$ cat config.mk
export PLATFORM = sky130hd
export DESIGN_NAME = pmp_burst_ctrl
export DESIGN_NICKNAME = d
export VERILOG_FILES = /design/src/rtl/pmp_burst_ctrl.sv
export SDC_FILE = /design/constraint.sdc
export NUM_CORES = 1
export LEC_CHECK = 0
export CAP_MARGIN = 25
export CELL_PAD_IN_SITES_DETAIL_PLACEMENT = 1
export CELL_PAD_IN_SITES_GLOBAL_PLACEMENT = 2
export CORE_MARGIN = 2
export CORE_UTILIZATION = 45
export DETAILED_ROUTE_END_ITERATION = 8
export GPL_TIMING_DRIVEN = 0
export PLACE_DENSITY = 0.78
export SLEW_MARGIN = 10
export SYNTH_ARGS = -nofsm -noshare
export SYNTH_HDL_FRONTEND = slang
export SYNTH_SLANG_ARGS = --single-unit
$ cat constraint.sdc
create_clock -name decim_clk -period 2.9 [get_ports decim_clk]
set_input_delay 0.58 -clock decim_clk [delete_from_list [all_inputs] [get_ports decim_clk]]
set_output_delay 0.58 -clock decim_clk [all_outputs]
set_load 0.1 [all_outputs]
$ cat src/rtl/pmp_burst_ctrl.sv
// Captures a burst of decimated ADC samples into a FIFO and hands them to the PIC
// one byte per PMP request, with a synchronized request and a fixed data-setup time.
module pmp_burst_ctrl #(
  parameter int DEPTH        = 16,
  parameter int AW           = 4,
  parameter int SETUP_CYCLES = 2
) (
  input  logic        decim_clk,
  input  logic        rst,
  input  logic [7:0]  adc_data,
  input  logic        sample_en,
  input  logic        arm,
  input  logic [AW:0] burst_len,
  input  logic        pmp_dreq,
  output logic [7:0]  pmp_d,
  output logic        pmp_drdy,
  output logic        busy,
  output logic        done,
  output logic        overrun,
  output logic [AW:0] level
);

  typedef enum logic [1:0] {B_IDLE, B_CAPTURE, B_DRAIN} burst_t;
  typedef enum logic [1:0] {S_WAIT, S_SETUP, S_READY} serve_t;

  localparam logic [AW:0] DEPTH_L    = (AW+1)'(DEPTH);
  localparam logic [3:0]  SETUP_LAST = 4'(SETUP_CYCLES - 1);

  burst_t        bst, bst_n;
  serve_t        sst, sst_n;
  logic          dreq_m, dreq_s;
  logic [7:0]    mem [DEPTH];
  logic [AW-1:0] wr_ptr, rd_ptr;
  logic [AW:0]   len_q, len_n, cap_cnt, cap_cnt_n, level_n;
  logic [3:0]    setup_cnt, setup_cnt_n;
  logic [7:0]    pmp_d_n;
  logic          drdy_n, busy_n, done_n, overrun_n;
  logic          wr_en, pop;

  // pmp_dreq comes from the PIC clock domain
  always_ff @(posedge decim_clk or posedge rst) begin
    if (rst) begin
      dreq_m <= 1'b0;
      dreq_s <= 1'b0;
    end else begin
      dreq_m <= pmp_dreq;
      dreq_s <= dreq_m;
    end
  end

  always_ff @(posedge decim_clk or posedge rst) begin
    if (rst) begin
      bst     <= B_IDLE;
      len_q   <= '0;
      cap_cnt <= '0;
      overrun <= 1'b0;
      busy    <= 1'b0;
      done    <= 1'b0;
    end else begin
      bst     <= bst_n;
      len_q   <= len_n;
      cap_cnt <= cap_cnt_n;
      overrun <= overrun_n;
      busy    <= busy_n;
      done    <= done_n;
    end
  end

  always_comb begin
    bst_n     = bst;
    len_n     = len_q;
    cap_cnt_n = cap_cnt;
    overrun_n = overrun;
    busy_n    = busy;
    done_n    = 1'b0;
    wr_en     = 1'b0;
    case (bst)
      B_IDLE: begin
        if (arm) begin
          len_n     = (burst_len == '0 || burst_len > DEPTH_L) ? DEPTH_L : burst_len;
          cap_cnt_n = '0;
          overrun_n = 1'b0;
          busy_n    = 1'b1;
          bst_n     = B_CAPTURE;
        end
      end
      B_CAPTURE: begin
        if (sample_en) begin
          cap_cnt_n = cap_cnt + 1'b1;
          if (level == DEPTH_L) overrun_n = 1'b1;
          else                  wr_en     = 1'b1;
          if (cap_cnt_n == len_q) bst_n = B_DRAIN;
        end
      end
      B_DRAIN: begin
        // serve side idle with nothing left means the PIC has taken every byte
        if (level == '0 && sst == S_WAIT) begin
          done_n = 1'b1;
          busy_n = 1'b0;
          bst_n  = B_IDLE;
        end
      end
      default: bst_n = B_IDLE;
    endcase
  end

  always_ff @(posedge decim_clk or posedge rst) begin
    if (rst) begin
      sst       <= S_WAIT;
      setup_cnt <= '0;
      pmp_d     <= '0;
      pmp_drdy  <= 1'b0;
    end else begin
      sst       <= sst_n;
      setup_cnt <= setup_cnt_n;
      pmp_d     <= pmp_d_n;
      pmp_drdy  <= drdy_n;
    end
  end

  always_comb begin
    sst_n       = sst;
    setup_cnt_n = setup_cnt;
    pmp_d_n     = pmp_d;
    drdy_n      = pmp_drdy;
    pop         = 1'b0;
    case (sst)
      S_WAIT: begin
        if (dreq_s && level != '0) begin
          sst_n       = S_SETUP;
          pmp_d_n     = mem[rd_ptr];
          setup_cnt_n = '0;
        end
      end
      S_SETUP: begin
        if (!dreq_s) begin
          sst_n   = S_WAIT;
          pmp_d_n = '0;
        end else if (setup_cnt == SETUP_LAST) begin
          sst_n  = S_READY;
          drdy_n = 1'b1;
        end else begin
          setup_cnt_n = setup_cnt + 1'b1;
        end
      end
      S_READY: begin
        if (!dreq_s) begin
          sst_n   = S_WAIT;
          drdy_n  = 1'b0;
          pmp_d_n = '0;
          pop     = 1'b1;
        end
      end
      default: sst_n = S_WAIT;
    endcase
  end

  always_comb begin
    level_n = level;
    case ({wr_en, pop})
      2'b10:   level_n = level + 1'b1;
      2'b01:   level_n = level - 1'b1;
      default: level_n = level;
    endcase
  end

  always_ff @(posedge decim_clk or posedge rst) begin
    if (rst) begin
      wr_ptr <= '0;
      rd_ptr <= '0;
      level  <= '0;
    end else begin
      if (wr_en) wr_ptr <= wr_ptr + 1'b1;
      if (pop)   rd_ptr <= rd_ptr + 1'b1;
      level <= level_n;
    end
  end

  always_ff @(posedge decim_clk) begin
    if (wr_en) mem[wr_ptr] <= adc_data;
  end

endmodule

==> impl.org, run 1 <==
** Layout
- From synthesis to final layout, the design area changed by 17.5%.
- After routing the design area is 0.00866 mm2.
- Fill cell total of the finished layout :: ~1500
- Of the cells placed in the final design, the portion with a size suffix greater than 1 is 0.164.
- Net count of the finished layout :: 514
- Total inserted antenna cells :: 0

** Pwr
- Static Leak :: between 3 and 4 nW
- Maximum vdd drop :: 0.000509 V
- Power spread over the standard cell area amounts to 1060 mW/mm2.

** Worst setup path
- The worst setup path is launched from an input port.
- Critical Path Sink Type :: flop
- The slowest stage of the critical path is the clkdlybuf4s50_1 cell.
- Stage delay of the slowest cell on the critical path :: 0.51 ns
- Data on the critical path arrives at its endpoint at about 3.1 ns.
- At the worst endpoint, the required time is around 3.2 ns.
- Cell-by-cell listing of the critical path :: clkdlybuf4s50_1 > nand3b_1 > a21oi_4 > clkbuf_4 > inv_1 > ha_1 > xor2_1 > ha_1 > a21oi_1 > a21o_1 > a32oi_1 > xnor2_1
- Of all nets on the critical path, the largest fanout is 10.
- By startpoint and endpoint, the worst setup path is classified as input port to flop.
- Cell repeated most along the worst path :: ha_1

** Timing
- The max-slew violation count is 0.
- Of the available clock period, the critical path in the final layout requires 0.947.
- Clock Skew :: 0.0108 ns
- Worst setup slack after layout :: 0.154 ns
- For the pin with the worst max-slew slack, the measured transition is roughly 1 ns.
- Static timing analysis puts the maximum clock frequency at 364 MHz.
- Total negative slack :: 0 ns
- # setup viols final :: 0
- Headroom to the max-slew limit came out at 0.333.
- Unrepaired setup endpoints after global routing :: no
- Period minus WS final :: 2.75 ns
- Number of hold violations in the final report :: 0

** Clock network
- Number of buffers created by CTS :: 17
- Clk Tree Root Cell :: clkbuf_16
- H-tree lvl count :: 4
- Hold repair after CTS inserted 0 buffers.
- Clock latency on the worst-skew pair :: between 0.4 and 0.5 ns
- The tree built by TritonCTS fans out to between 150 and 200 sinks.
- CTS clk-pin slew, worst paths :: about 0.070 ns
- TritonCTS built the clock tree.
- The longest clock path from root to sink contains 2 buffers.

** Yosys
- Ranked by total cell area, the synthesized netlist is headed by edfxtp_1 (52%), dfrtp_1 (15%), mux4_1 (6.4%), mux4_2 (4.3%), ha_1 (2.7%).
- Counting flops with a built-in enable in the synthesized netlist gives 128.
- edfxtp_1 takes more of the synthesized area than any other cell.
- By instance count, the leading cell after synthesis is edfxtp_1.
- Post-Syn Area per Cell :: 17.4 um2
- Post-synthesis cell count :: 424
- Commonest cells in the netlist :: edfxtp_1 (128), dfrtp_1 (45), o21ai_0 (19), mux4_1 (18), nand2_1 (17)
- Yosys warns :: 0
- Number of nets produced by synthesis :: around 460
- Of the post-synthesis cell area, the dominant cell type holds 0.521.
- Post-synthesis async set-or-reset flop share :: 0.260
- For this run, the register share of the synthesized area comes to 0.674.
- Unique masters post-synth :: 48
- Area of the mapped netlist :: around 0.0074 mm2
- Number of storage elements in the synthesis netlist :: 173
- Flip-flop cell with the highest count after synthesis :: edfxtp_1

** Drt
- Using the TritonRoute via totals, the vias-per-cell ratio works out to 5.53.
- Drt pass-1 iters :: 4
- In this run, the number of DRC markers left after iteration 0 of detailed routing was 169.
- Routed length per instance :: 21.9 um
- Overall via count from detail_route :: 3918
- Total routed wirelength :: ~16000 um
- In the final routing, the length of wire on met1 measures 6750 um.
- Wire segments on met2 add up to a little under 8000 um in the final route.
- Count of unresolved DRC violations after routing :: 0
- The highest layer touched by signal routing is met4.
- Residual antenna-violating net count after detailed routing :: 0
- Detailed routing placed a total of between 500 and 600 um of wire on met3.

** Global route
- For this run, the total global-route usage over all layers was measured as 0.194.
- Number of antenna violations at the first check in global routing :: 0
- Via count of the first global-routing pass :: 4365
- The total overflow left after global routing is 0.
- Maximum number of pins on one net before global-route repair :: 32
- First-pass GRT wire length :: roughly 25000 um

** Placement
- Final GP Congestion :: 0.733
- At the placement stage, the worst setup path has a slack of -0.806 ns.
- Placed Area :: 0.00801 mm2
- Detail Placement HPWL :: 10600 um
- Input and output buffers added on the ports amount to 34.

** Floorplanning
- Measured along the x axis, the die boundary spans 132 um.
- 35 I/O pins were placed.
- Die H :: 132 um
- After floorplanning, the core was sized to cover 0.0159 mm2.
- Standard-cell rows :: 46
- Area enclosed by the die boundary :: 0.0174 mm2
- Initial cell density of the core :: 0.462

** Run
- Max-cap check violation count :: 0

** Status
- The flow ran to the end, and the final reports show no timing, DRC or antenna violations.

** Worst hold path
- In this run the worst hold path is classified as flop to flop.
[state kept, by name (all words and copies together) (netlist names), 4 cells and up]
name,cells
cap_cnt,5
level,5
len_q,5
rd_ptr,4
pmp_d,8
setup_cnt,4
wr_ptr,4
mem,128
[routing by layer]
layer  vias up  global-route usage
li1       1788                   -
met1      2040               0.239
met2        71               0.330
met3        19              0.0531
met4         0              0.0688
met5         -                   0
[cell type report]
| type | instances | area (um2) | area share |
|---|---|---|---|
| multi-input combinational | 222 | 2270 | 0.262 |
| clock inverter | 15 | 194 | 0.0224 |
| timing repair buffer | 37 | 375 | 0.0434 |
| clock buffer | 17 | 425 | 0.0491 |
| buffer | 15 | 96.3 | 0.0111 |
| inverter | 14 | 52.6 | 0.00607 |
| tap | 216 | 270 | 0.0312 |
| sequential | 173 | 4970 | 0.575 |
[worst max-delay path, delay by kind of cell]
kind | cells | cell delay [ns]
compound gates | 4 | 0.69
xor+xnor | 2 | 0.31
fa+ha+maj | 2 | 0.49
buf+inv | 3 | 0.81
simple gates | 1 | 0.18
[worst paths after layout]
| path | start | endpoint | slack [ns] | cells after the start |
|---|---|---|---|---|
| worst max register to register | level[3] | level[4] | 0.25 | 11 |
| max in group asynchronous | rst | level[3] | 1.95 | 3 |
| worst min-delay path | dreq_m | dreq_s | 0.36 | 0 |
| worst min register to register | dreq_m | dreq_s | 0.36 | 0 |
| worst max-delay path | sample_en | level[4] | 0.15 | 12 |
| min in group asynchronous | rst | wr_ptr[0] | 0.44 | 2 |
[timing repair]
item	4_1_cts	5_1_grt
pin swaps	2	0
buffers inserted	2	0
hold endpoints to repair	0	0
gates resized for setup	2	4
setup endpoints to repair	3	2
[cell usage in the layout (no fill, tap or decap), types with 5 or more instances in the layout]
| cell type | instances |
|---|---|
| and2_1 | 15 |
| ha_1 | 16 |
| clkdlybuf4s50_1 | 34 |
| xnor2_1 | 12 |
| a21oi_1 | 6 |
| dfrtp_1 | 41 |
| xor2_1 | 6 |
| a32oi_1 | 9 |
| nand2b_1 | 8 |
| nand2_1 | 17 |
| mux4_2 | 14 |
| inv_1 | 13 |
| clkbuf_16 | 17 |
| nor2_1 | 8 |
| edfxtp_1 | 128 |
| mux2_2 | 13 |
| mux4_1 | 18 |
| o21ai_1 | 8 |
| o21ai_0 | 19 |
| mux2i_1 | 9 |
| inv_8 | 5 |
| clkbuf_1 | 5 |
[power breakdown]
part	total (mW)	switching, mW	internal (mW)	leakage [nW]
Sequential	3.41	0.309	3.10	1.71
Combinational	3.42	2.10	1.31	1.09
Clock	2.33	1.08	1.25	0.299
[cells by family (layout without fill, tap and decap cells)]
logic type,Yosys count,count (layout),share of synthesized area
AND/OR/NAND/NOR,76,76,0.0616
buffers and inverters,29,98,0.0197
flip-flops,173,173,0.674
adder cells (fa/ha/maj),16,16,0.0272
multiplexers,54,54,0.139
XOR/XNOR,20,20,0.0275
AO/OA/AOI/OAI,56,56,0.0508
[per-stage QoR]
step	cells	power (mW)	util	hold WS (ns)
3_3_place_gp	674	6.77	0.501	0.340
5_1_grt	709	9.63	0.543	0.367
3_5_place_dp	675	6.88	0.502	0.343
6_report	709	9.15	0.543	0.359
4_1_cts	709	9.24	0.542	0.364
2_1_floorplan	424	5.92	-	0.331
(Power assumes the default switching activity.)
==> run 2: changes to the inputs <==
CORE_UTILIZATION = 46   (was 45)
PLACE_DENSITY = 0.8   (was 0.78)
==> impl.org, run 2 (synthesized netlist as in run 1, its figures left out) <==
** Worst setup path
- Critical path data required time :: 3.25 ns (+0.04 ns)
- The worst setup path is captured at a flop.
- STA classifies the critical path startpoint as an input port.
- Crit path max fanout :: 10 (unchanged)
- Crit path from :: sample_en
- Critical path data arrival time :: 3.07 ns (about the same)
- The critical path is of the input port to flop type.
- R2r setup slk :: 0.22 ns (-0.03 ns)
- The startpoint identified for the worst register-to-register timing path is level[3].

** Layout
- Proportion of layout cells with a drive suffix above 1 :: 0.164 (unchanged)
- Relative to the synthesized area, the layout overhead comes to 17.3%.
- The library cells used most frequently in the layout, excluding fill and tap cells, are edfxtp_1 (128), dfrtp_1 (41), clkdlybuf4s50_1 (34).
- Flip-flop count of the largest register, all copies and words added :: 128 (unchanged)
- The library cell used most frequently in the layout, excluding fill and tap cells, is edfxtp_1.
- The post-route cell area is 0.00865 mm2 (-0.12%).
- The largest registers in the layout are mem x128, pmp_d x8.
- The number of filler instances in the final layout was 1471 (-0.27%).
- Flip-flop and latch area :: 0.00497 mm2 (unchanged)
- The multi-input logic area is 0.00227 mm2 (+0.17%).
- Counting flops per register, the top entry is mem.
- Fin util :: 0.548 (+0.00531)
- Total inserted antenna cells :: 0 (unchanged)
- Net count of the finished layout :: 514 (unchanged)

** Pwr
- Maximum vdd drop :: 0.000633 V (+24%)
- The power density of the placed cells was 1060 mW/mm2 (about the same).
- Static Leak :: 3.08 nW (-0.38%)
- The total chip power came to 9.15 mW (about the same).

** Clock network
- The clock latency of the later-clocked register in the worst-skew pair was 0.43 ns (about the same).
- The count of H-tree levels built during CTS was 4 (unchanged).
- TritonCTS built the clock tree.
- Number of buffers created by CTS :: 17 (unchanged)
- Clk buf depth :: 2 (unchanged)
- Clk Tree Root Cell :: clkbuf_16
- The clock-pin slew on the worst setup and hold paths was 0.07 ns (about the same).
- Clock sink count :: 173 (unchanged)

** Drt
- The number of iterations in the first detailed-routing pass came to 4 (unchanged).
- The total wirelength of the detailed-routed design was 15300 um (-1.2%).
- Residual antenna-violating net count after detailed routing :: 0 (unchanged)
- Count of unresolved DRC violations after routing :: 0 (unchanged)
- The detailed-route vias per instance came to 5.48 (-0.77%).
- Drt initial violations :: 260 (+54%)
- Overall via count from detail_route :: 3888 (-0.77%)
- The routed wire length per instance is 21.6 um (-1.2%).

** Status
- Run status :: finished, final reports clean

** Global route
- Number of antenna violations at the first check in global routing :: 0 (unchanged)
- The maximum number of pins on one net before global-route repair came to 28 (-13%).
- The first-pass GRT wire length was 23900 um (-4.4%).
- The number of global-route vias before repair is 4237 (-2.9%).
- The leftover overflow at the end of global routing was 0 (unchanged).
- The total global routing track utilization is 0.197 (+0.00300).

** Floorplanning
- Number of primary I/O pins :: 35 (unchanged)
- Die H :: 131 um (-1.1%)
- Placeable core region :: 0.0158 mm2 (-1.1%)
- The starting utilization of the core area was 0.467 (+0.00506).
- Standard-cell rows :: 46 (unchanged)
- Horiz. Die Dim :: 131 um (-1.1%)
- The die area is 0.0171 mm2 (-2.1%).

** Timing
- Worst setup slack after layout :: 0.186 ns (+0.0328 ns)
- The max-slew violation count came to 0 (unchanged).
- Slew HR :: 0.336 (+0.00316)
- Slew at the pin closest to its max-slew limit :: 0.993 ns (-0.00473 ns)
- The setup clock skew after layout was 0.0141 ns (+0.00335 ns).
- Max Fclk :: 369 MHz (+1.2%)
- The final total negative setup slack is 0 ns (unchanged).
- Period minus WS final :: 2.71 ns (-0.0328 ns)
- Share of the cycle needed by the critical path after routing :: 0.936 (-0.0113)
- The number of hold-slack violations in the final timing report came to 0 (unchanged).
- Setup repair after global routing left no endpoint under its margin.
- The number of setup violations in the final report was 0 (unchanged).

** Placement
- The detailed placer's ending HPWL is 10300 um (-2.3%).
- The final weighted congestion in routability-driven placement is 0.760 (+3.7%).
- Placed Area :: 0.00801 mm2 (unchanged)
- Count of buffers from port buffering :: 34 (unchanged)
- The worst setup slack before clock tree synthesis is -0.954 ns (-0.149 ns).

** Run
- The total of max-cap violations was 0 (unchanged).

** Worst hold path
- The worst hold path begins at dreq_m.
- The path class of the tightest hold or removal check is flop to flop.
run 2: path summary, 6_finish.rpt:
path | endpoint | cells past startpoint
worst max-delay path | level[4] | 12
worst min-delay path | dreq_s | 0
worst max register to register | level[4] | 11
worst min register to register | dreq_s | 0
max in group asynchronous | setup_cnt[0] | 3
min in group asynchronous | bst[0] | 2
run 2: timing repair:
item,CTS,global route
pin swaps,1,0
setup endpoints to repair,4,2
gates resized for setup,3,4
buffers inserted,2,0
hold buffers,0,0
run 2: cell type report:
type | instances | area share
buffer | 15 | 0.0111
clock buffer | 18 | 0.0496
clock inverter | 14 | 0.0204
timing repair buffer | 37 | 0.0434
multi-input combinational | 222 | 0.263
sequential | 173 | 0.575
tap | 216 | 0.0312
inverter | 14 | 0.00608
run 2: per-stage QoR:
stage	cells	hold WS [ns]
floorplan	424	0.331
global placement	674	0.338
detailed placement	675	0.342
CTS	709	0.359
global route	709	0.369
finish	709	0.362
run 2: per-layer routing:
layer	share of wire	routed length, um	GRT usage
met5	0	0	0
met4	0.013	196	0.0720
met3	0.052	796	0.0456
met2	0.50	7660	0.319
met1	0.44	6670	0.264
run 2: worst max-delay path, stage by stage:
cell and delay, ns:
clkdlybuf4s50_1 0.49, nand3b_1 0.17, a21oi_4 0.22, clkbuf_4 0.26, inv_1 0.08, ha_1 0.27
xor2_1 0.16, ha_1 0.21, a21oi_2 0.06, a21o_1 0.19, a32oi_1 0.23, xnor2_1 0.15
run 2: power breakdown:
part	leakage, nW	internal [mW]	total, mW	switching, mW
clock network	0.287	1.31	2.34	1.03
logic	1.09	1.31	3.39	2.08
registers	1.71	3.10	3.42	0.318
==> edit: new RTL, config.mk and constraints of run 1 <==
Register the output `overrun` once more, with the module's reset; this adds one clock of latency there. The other outputs are not delayed to match.
--- a/src/rtl/pmp_burst_ctrl.sv
+++ b/src/rtl/pmp_burst_ctrl.sv
@@ -27,4 +27,6 @@
   localparam logic [3:0]  SETUP_LAST = 4'(SETUP_CYCLES - 1);
 
+  logic overrun_s0;
+
   burst_t        bst, bst_n;
   serve_t        sst, sst_n;
@@ -54,5 +56,5 @@
       len_q   <= '0;
       cap_cnt <= '0;
-      overrun <= 1'b0;
+      overrun_s0 <= 1'b0;
       busy    <= 1'b0;
       done    <= 1'b0;
@@ -61,5 +63,5 @@
       len_q   <= len_n;
       cap_cnt <= cap_cnt_n;
-      overrun <= overrun_n;
+      overrun_s0 <= overrun_n;
       busy    <= busy_n;
       done    <= done_n;
@@ -71,5 +73,5 @@
     len_n     = len_q;
     cap_cnt_n = cap_cnt;
-    overrun_n = overrun;
+    overrun_n = overrun_s0;
     busy_n    = busy;
     done_n    = 1'b0;
@@ -181,4 +183,12 @@
   end
 
+  always_ff @(posedge decim_clk or posedge rst) begin
+    if (rst) begin
+      overrun <= '0;
+    end else begin
+      overrun <= overrun_s0;
+    end
+  end
+
 endmodule
 
Formal check against the unedited RTL: no difference found for any inputs over 10 cycles, from zero or initial values and one cycle with rst high; that may be too few to reach the edited logic, so the function may still have changed.
==> edit against run 1 <==
Total power increased by 1.9%. Design area rose by 0.61%. Sequential share of layout area decreased by 0.059 points. Wire length is 3.3% higher. Count of clock-buffer cells in the layout unchanged. Sequential cell count is 1 higher. Worst setup slack better by 44 ps. Clock power increased by 5%. Combinational power barely moved. Synthesized area up 0.34%. Critical endpoint is now level[4].
==> edit: results (changes against run 1) <==
timing:
  fin_skew_ps: 8.85  # -1.94 ps
  tightestPinTransition_ps: 989  # -9.05 ps
  setup_ws_ps: 198  # +44.0 ps
finish:
  fill_cells: 1517  # +2.8%
  drive_gt1_frac: 0.168  # +0.00338
  top_regs: "mem: 128 flops, pmp_d: 8 flops"
  nets: 516  # +0.39%
  antenna_cells: 0  # unchanged
logic_synthesis:
  syn_nets: 459  # +0.22%
  synth_edf_count: 128  # unchanged
  ys_types: 48  # unchanged
  synthTopCellsByArea: "edfxtp_1 52%, dfrtp_1 16%, mux4_1 6.4%"
  ys_seq_area_frac: 0.675  # +0.00110
  async_flop_share: 0.264  # +0.00425
  synth_ff_type: "edfxtp_1"
  synth_common_cells: "128 x edfxtp_1, 46 x dfrtp_1, 19 x o21ai_0"
  yosysWarnings: 0  # unchanged
critical_path:
  cpPeakStageDelay_ps: 1200  # +690 ps
  worstPathArrival_ps: 2120  # -940 ps
  timing.rr.end: "level[4]"
  rrSetupSlack_ps: 250  # about the same
  crit_family: "buffers and inverters"
  crit_fanout: 5  # -5
  crit_start: "level[4]"
  crit_slowest_cell: "clkdlybuf4s50_1"
  reg2reg_from: "level[1]"
  ff2ff_path_depth: 11  # unchanged
place:
  portBuffers: 34  # unchanged
  place_ws_ps: -960  # -154 ps
  gp_routability_congestion: 0.740  # +1.0%
  dpl_cell_area_um2: 8030  # +0.31%
  dp_hpwl_um: 10800  # +2.4%
global_route:
  grt_start_max_net_pins: 27  # -16%
  grt_pass1_wl_um: 25500  # +2.0%
  antenna_found_initial: 0  # unchanged
  gr-usage-all-layers: 0.199  # +0.00483
  grt_pass1_vias: 4300  # -1.5%
run_status:
  outcome: "finished, final reports clean"
clock_network:
  cts-root-buf: "clkbuf_16"
  htree_levels: 4  # unchanged
  clkTransAtPathRegs_ps: 70  # about the same
  clock_latency_ps: 430
  cts_buffer_depth: 2  # unchanged
  cts_made_buffers: 17  # unchanged
pwr:
  power_leakage_nw: 3.12  # +0.76%
  max-vdd-ir-drop_v: 0.000704  # +38%
  p_sw_frac: 0.368  # -0.0142
hold_path:
  hold_path.class: "register to register"
  worstHoldStart: "dreq_m"
  hold-path-cell-count: 0  # unchanged
  hold-path-endpoint: "dreq_s"
route:
  drt_iter0_drc: 243  # +44%
  drtPass1Iterations: 4  # unchanged
  vias: 3926  # +0.20%
  routed_wirelength_um: 16000  # +3.3%
## edit: changes by cell type in the layout (fill, tap and decap cells not counted), sizes merged
cell,before,now
buf,12,14
bufinv,1,4
clkbuf,23,22
clkinv,6,5
clkinvlp,1,2
dfrtp,45,46
inv,21,18
## edit: kinds of logic (layout without fill, tap and decap cells)
| group | Yosys count | after routing | synth area share |
|---|---|---|---|
| compound gates | 56 | 56 | 0.0506 |
| xor+xnor | 20 | 20 | 0.0274 |
| fa+ha+maj | 16 | 16 | 0.0271 |
| buf+inv | 29 | 99 | 0.0196 |
| flops | 174 | 174 | 0.675 |
| mux | 54 | 54 | 0.139 |
| simple gates | 76 | 76 | 0.0614 |
## edit: area by class of cell
| cell class | instances | area [um2] | area share |
|---|---|---|---|
| Multi-Input combinational cell | 222 | 2270 | 0.261 |
| Sequential cell | 174 | 5000 | 0.574 |
| Inverter | 14 | 52.6 | 0.00603 |
| Clock buffer | 17 | 425 | 0.0488 |
| Tap cell | 216 | 270 | 0.0310 |
| Timing Repair Buffer | 38 | 383 | 0.0440 |
| Buffer | 15 | 96.3 | 0.0111 |
| Clock inverter | 15 | 210 | 0.0241 |
## edit: repair_timing
action | CTS | global route
pin swaps | 1 | 0
endpoints found under the setup margin | 4 | 2
cloned | 0 | 0
setup buffers | 2 | 1
hold buffers | 0 | 0
resized for setup | 3 | 5
## edit: worst max path at each step
stage	depth (start not counted)	slack (ps)	end
floorplan	11	90	level[4]
global placement	12	-810	level[4]
detailed placement	12	-960	level[4]
CTS	12	70	level[4]
global route	12	-3	level[4]
finish	1	200	level[4]
## edit: power groups by stage
stage / combinational, mW / clock (mW) / sequential, mW
detailed placement: 3.41 / 0 / 3.49
finish: 3.42 / 2.45 / 3.45
global route: 3.72 / 2.59 / 3.50
floorplan: 1.85 / 0 / 4.09
global placement: 3.33 / 0 / 3.46
CTS: 3.45 / 2.49 / 3.45
## edit: per-layer routing
metal / track usage / routed length [um] / part of all wire / vias up
met1: 0.262 / 7020 / 0.44 / 2060
met3: 0.0461 / 549 / 0.034 / 13
met4: 0.0556 / 192 / 0.012 / 0
met5: 0 / 0 / 0 / -
met2: 0.333 / 8260 / 0.52 / 64
li1: - / - / - / 1789
## edit: stage by stage
stage / power [mW] / hold WS (ps) / std cells
4_1_cts: 9.40 / 369 / 710
5_1_grt: 9.81 / 375 / 711
3_5_place_dp: 6.91 / 352 / 676
2_1_floorplan: 5.94 / 331 / 425
3_3_place_gp: 6.78 / 344 / 675
6_report: 9.32 / 368 / 711
